### src/rtl/pc_sequencer.sv
// Fetch/execute sequencer for the Hack PC: drives PC strobes, the ROM request/ack
// handshake, the per-instruction CPU write enable, and run/step/halt/breakpoint debug control.
module pc_sequencer #(
  parameter bit          AUTORUN = 1'b0,
  parameter int unsigned COUNT_W = 32
) (
  input  logic               clk,
  input  logic               reset,
  input  logic [15:0]        pc,
  input  logic               rom_ack,
  input  logic [15:0]        instr_rd,
  input  logic               jump,
  input  logic [15:0]        jump_target,
  input  logic               run,
  input  logic               step,
  input  logic               halt_req,
  input  logic               restart,
  input  logic               bp_en,
  input  logic [15:0]        bp_addr,
  output logic [15:0]        pc_in,
  output logic               pc_load,
  output logic               pc_inc,
  output logic               pc_reset,
  output logic               rom_req,
  output logic [15:0]        instr,
  output logic               exec_en,
  output logic               halted,
  output logic               bp_hit,
  output logic [COUNT_W-1:0] retired
);

  typedef enum logic [1:0] {
    ST_INIT  = 2'd0,
    ST_HALT  = 2'd1,
    ST_FETCH = 2'd2,
    ST_EXEC  = 2'd3
  } state_t;

  state_t               state_r, state_s;
  logic                 run_mode_r, run_mode_s;
  logic                 bp_hit_r, bp_hit_s;
  logic [15:0]          instr_r, instr_s;
  logic [COUNT_W-1:0]   retired_r, retired_s;
  logic [15:0]          next_pc_s;
  logic                 bp_match_s;

  assign next_pc_s  = jump ? jump_target : (pc + 16'd1);
  assign bp_match_s = bp_en && (next_pc_s == bp_addr);

  assign instr   = instr_r;
  assign bp_hit  = bp_hit_r;
  assign retired = retired_r;

  // Next-state, register updates and state-decoded strobes.
  always_comb begin
    state_s    = state_r;
    run_mode_s = run_mode_r;
    bp_hit_s   = bp_hit_r;
    instr_s    = instr_r;
    retired_s  = retired_r;
    pc_in      = 16'h0000;
    pc_load    = 1'b0;
    pc_inc     = 1'b0;
    pc_reset   = 1'b0;
    rom_req    = 1'b0;
    exec_en    = 1'b0;
    halted     = 1'b0;

    case (state_r)
      ST_INIT: begin
        pc_reset   = 1'b1;
        retired_s  = {COUNT_W{1'b0}};
        bp_hit_s   = 1'b0;
        run_mode_s = AUTORUN;
        state_s    = AUTORUN ? ST_FETCH : ST_HALT;
      end
      ST_HALT: begin
        halted = 1'b1;
        if (run) begin
          run_mode_s = 1'b1;
          bp_hit_s   = 1'b0;
          state_s    = ST_FETCH;
        end else if (step) begin
          run_mode_s = 1'b0;
          bp_hit_s   = 1'b0;
          state_s    = ST_FETCH;
        end else begin
          state_s    = ST_HALT;
        end
      end
      ST_FETCH: begin
        rom_req = 1'b1;
        if (rom_ack) begin
          instr_s = instr_rd;
          state_s = ST_EXEC;
        end else begin
          state_s = ST_FETCH;
        end
      end
      ST_EXEC: begin
        exec_en   = 1'b1;
        pc_in     = jump_target;
        pc_load   = jump;
        pc_inc    = !jump;
        retired_s = retired_r + {{(COUNT_W-1){1'b0}}, 1'b1};
        if (bp_match_s) begin
          bp_hit_s = 1'b1;
        end else begin
          bp_hit_s = bp_hit_r;
        end
        if (halt_req || !run_mode_r || bp_match_s) begin
          state_s = ST_HALT;
        end else begin
          state_s = ST_FETCH;
        end
      end
      default: begin
        state_s = ST_INIT;
      end
    endcase

    // restart overrides everything: the current instruction neither commits nor counts.
    if (restart) begin
      state_s    = ST_INIT;
      run_mode_s = run_mode_r;
      bp_hit_s   = bp_hit_r;
      instr_s    = instr_r;
      retired_s  = retired_r;
      exec_en    = 1'b0;
      pc_load    = 1'b0;
      pc_inc     = 1'b0;
    end else begin
      state_s    = state_s;
    end

    // Strobes must stay quiet while reset holds the state in INIT.
    if (reset) begin
      pc_in    = 16'h0000;
      pc_load  = 1'b0;
      pc_inc   = 1'b0;
      pc_reset = 1'b0;
      rom_req  = 1'b0;
      exec_en  = 1'b0;
      halted   = 1'b0;
    end else begin
      halted   = halted;
    end
  end

  // State and datapath registers.
  always_ff @(posedge clk or posedge reset) begin
    if (reset) begin
      state_r    <= ST_INIT;
      run_mode_r <= 1'b0;
      bp_hit_r   <= 1'b0;
      instr_r    <= 16'h0000;
      retired_r  <= {COUNT_W{1'b0}};
    end else begin
      state_r    <= state_s;
      run_mode_r <= run_mode_s;
      bp_hit_r   <= bp_hit_s;
      instr_r    <= instr_s;
      retired_r  <= retired_s;
    end
  end

endmodule

### config.mk
export PLATFORM = sky130hd
export DESIGN_NAME = pc_sequencer
export DESIGN_NICKNAME = d
export VERILOG_FILES = /design/src/rtl/pc_sequencer.sv
export SDC_FILE = /design/constraint.sdc
export NUM_CORES = 1
export LEC_CHECK = 0
export CAP_MARGIN = 20
export CORE_MARGIN = 4
export CORE_UTILIZATION = 40
export DETAILED_ROUTE_END_ITERATION = 10
export GPL_TIMING_DRIVEN = 0
export PLACE_DENSITY = 0.76
export SLEW_MARGIN = 30
export SYNTH_ARGS = -nofsm -noshare
export SYNTH_HDL_FRONTEND = slang
export SYNTH_SLANG_ARGS = --single-unit
### constraint.sdc
create_clock -name clk -period 2.45 [get_ports clk]
set_input_delay 0.49 -clock clk [delete_from_list [all_inputs] [get_ports clk]]
set_output_delay 0.49 -clock clk [all_outputs]
set_load 0.02 [all_outputs]
==> metrics.md <==
| Metric | Value |
|---|---|
| Hold Path Class | `input pin to asynchronous set/reset pin` |
| Register area | `0.00130 mm²` |
| GRT Total Usage | `0.206` |
| Crit-path max FO | `6` |
| Max_cap viols | `0` |
| Slowest stage delay, CP | `570 ps` |
| Global route overflow | `0` |
| First-pass GRT wire length | `16800 µm` |
| Met1 usage | `0.250` |
| Crit-path cells | `buf_4 -> inv_4 -> ha_4 -> nor2_4 -> nand4_4 -> nor2_4 -> nand2_2 -> or4_4 -> or3_4 -> a21oi_2` |
| Multi-input gate area | `0.00225 mm²` |
| Clock Path Buffers | `2` |
| Most common cell after layout, fill and taps aside | `clkdlybuf4s50_1` |
| Initial antenna violation count | `0` |
| Number of synthesized flops with an enable pin | `0` |
| Setup CP Type | `flop to flop` |
| Net count after synthesis | `465` |
| Initial Util | `0.419` |
| Total core area | `0.00838 mm²` |
| XOR/XNOR Fraction of Synth Area | `0.135` |
| Worst path most repeated cell | `nor2_4` |
| Min cycle time layout | `2420 ps` |
| Worst R2R Setup Slack | `30 ps` |
| Fmax | `0.414 GHz` |
| Iter 0 DRT Violations | `139` |
| RSZ-0062 raised after global routing | `yes` |
| RePlAce Congestion | `0.927` |
| Routed WL per cell | `16.9 µm` |
| Register area share after synthesis | `0.370` |
| Die span in x | `102 µm` |
| # clock sinks | `52` |
| Row count | `33` |
| Outcome | `finished clean` |
| Crit share post-route | `0.986` |
| Worst Setup Start Kind | `flop` |
| Pwr Total | `2.25 mW` |
| CTS tree | `yes` |
| Synth Area in Compound Gates | `0.107` |
| Root buffer cell | `clkbuf_8` |
| Vias | `3529` |
| Final Setup Violations | `0` |
| Most frequent cells in the layout | `99 x clkdlybuf4s50_1, 52 x dfrtp_1, 38 x nor2_1, 36 x dlygate4sd2_1, 33 x xor2_1` |
| Share of layout cells above drive strength 1 | `0.162` |
| Pwr dens | `414 mW/mm²` |
| Vias in the first global route | `3437` |
| Post-route cell area | `0.00544 mm²` |
| First-pass detailed-route iteration total | `5` |
| Hold_buf cts | `0` |
| Place WS | `-843 ps` |
| Largest family of logic cells by synthesized area | `simple AND/OR/NAND/NOR gates` |
| Worst hold slack | `468 ps` |
| Syn Area/Cell | `9.11 µm²` |
| Top FF cell, synth | `dfrtp_1` |
| CP required | `2690 ps` |
| H-tree levels | `2` |
| LEAKAGE | `2.39 nW` |
| Slowest cell on crit path | `or4_4` |
| Synth unique cells | `60` |
| Met3 layer usage reported by global route | `0.0399` |
| Largest net degree at the start of global routing | `26` |
| Post-Synth Simple-Gate Area | `0.270` |
| Critical Path AT | `2660 ps` |
| I/O pins | `144` |
| Most Crowded Layer GR | `met2` |
| HPWL reported at the end of detailed placement | `8590 µm` |
| Clk Latency, worst-skew pair | `310 ps` |
| Async set-or-reset flop fraction in the synthesized netlist | `1.00` |
| Final Hold Viols | `0` |
| Worst Tran Pin Value | `573 ps` |
| Mux share of post-synthesis cell area | `0.0630` |
| Nets@finish | `626` |
| I/O Buffers | `140` |
| Chip height | `102 µm` |
| Pins Over Slew Limit | `0` |
| Yosys warns | `0` |
| Synth Area in Adders | `0.0214` |
| CTS buffer count | `5` |
| Filler cells | `708` |
| DIE AREA | `0.0104 mm²` |
| Placement Cell Area | `0.00510 mm²` |
| Peak VDD IR | `279 µV` |
| Area grow syn2layout | `54.8%` |
| Syn Inst Count | `386` |
| Post-route setup slack | `34.4 ps` |
| Max_slew headroom | `0.618` |
| Drt via density | `5.40` |
| Synth Register Bits | `52` |
| Remaining DRCs | `0` |
| Remaining antenna violation count | `0` |
| Final Skew | `12.3 ps` |
| Critical path endpoint category | `flop` |
| GR met2 Demand/Resource | `0.372` |
| Routed wire length | `11100 µm` |
| Netlist Area Pre-Place | `0.00352 mm²` |
| Reg clk slew, reported paths | `100 ps` |
layer usage:
layer | wire length [µm] | up-vias
met5 | 0 | -
met4 | 205 | 0
met3 | 710 | 17
met2 | 5750 | 117
met1 | 4410 | 1701
li1 | - | 1694
logic make-up after synthesis:
kind of cell / after synthesis
buffers and inverters: 29
AND/OR/NAND/NOR: 170
XOR/XNOR: 54
multiplexers: 20
flip-flops: 52
AO/OA/AOI/OAI: 55
adder cells (fa/ha/maj): 6
per-stage QoR:
| step | TNS [ps] | cells | util |
|---|---|---|---|
| 6_report | 0 | 654 | 0.650 |
| 3_3_place_gp | -17350 | 631 | 0.603 |
| 5_1_grt | -123 | 653 | 0.649 |
| 4_1_cts | -93.6 | 649 | 0.642 |
| 3_5_place_dp | -16490 | 633 | 0.608 |
| 2_1_floorplan | 0 | 386 | - |
synthesized netlist by cell type, types with 2 or more instances:
cell type   n  share of area
o211a_1     2         0.0057
a221oi_1    2         0.0050
o211ai_1    2         0.0043
or2_2       2         0.0036
buf_2       3         0.0043
xor2_1     34          0.085
nor4_1      5         0.0089
dfrtp_1    52           0.37
nand3_1    18          0.026
a31oi_1     2         0.0036
nor2b_1    10          0.018
o22ai_1     4         0.0071
and3_1      3         0.0053
o21ai_0    13          0.019
clkbuf_1   10          0.011
ha_1        6          0.021
nand3b_1    2         0.0043
and4_1      3         0.0075
and2_1     19          0.034
a21oi_1    10          0.014
a22oi_1     2         0.0043
mux2_2     17          0.054
nor3_1     13          0.019
o32ai_1     3         0.0075
xnor2_1    20          0.050
nand2b_1    2         0.0036
nor2_4      2         0.0064
inv_1      15          0.016
nand4_1    13          0.023
a211oi_1    2         0.0043
nand2_1    22          0.023
or4_4       2         0.0064
or3_1       5         0.0089
mux2i_1     3         0.0085
nor2_1     38          0.041
sequential cells by signal, summed over array words and instances, names as in the netlist:
name,count
retired,32
state_r,2
instr,16
bp_hit,1
run_mode_r,1
power breakdown:
group | internal [mW] | switching [mW]
Clock | 0.309 | 0.291
Sequential | 0.923 | 0.0325
Combinational | 0.359 | 0.338
Total | 1.59 | 0.661
area by class of cell:
type,instances,area share
antenna,1,0.000460
clock buffer,6,0.0133
clock inverter,2,0.00712
tap,105,0.0241
timing repair buffer,156,0.277
buffer,12,0.0129
inverter,15,0.0115
multi-input combinational,305,0.414
sequential,52,0.239
final timing paths:
| check | start | endpoint | cells after the start |
|---|---|---|---|
| max | state_r[0]$_DFF_PP0_ | retired[29]$_DFFE_PP0P_ | 10 |
| min | reset | retired[2]$_DFFE_PP0P_ | 3 |
| max reg2reg | state_r[0]$_DFF_PP0_ | retired[29]$_DFFE_PP0P_ | 10 |
| min reg2reg | instr[11]$_DFFE_PP0P_ | instr[11]$_DFFE_PP0P_ | 1 |
| max in group asynchronous | reset | retired[15]$_DFFE_PP0P_ | 5 |
| min in group clk | instr[11]$_DFFE_PP0P_ | instr[11]$_DFFE_PP0P_ | 1 |
timing repair:
action                     CTS  global route
buffers inserted             9             5
resized for setup           77            11
setup endpoints to repair   26             9
pin swaps                   11             9
critical path, delay by kind of cell (launching register included):
| kind | cells | cell delay, ps |
|---|---|---|
| and+or+nand+nor | 6 | 1390 |
| buffers and inverters | 2 | 210 |
| DFF | 1 | 390 |
| AOI/OAI and AO/OA | 1 | 130 |
| adders and majority gates | 1 | 220 |
No activity file was read; power rests on OpenSTA's default activity.
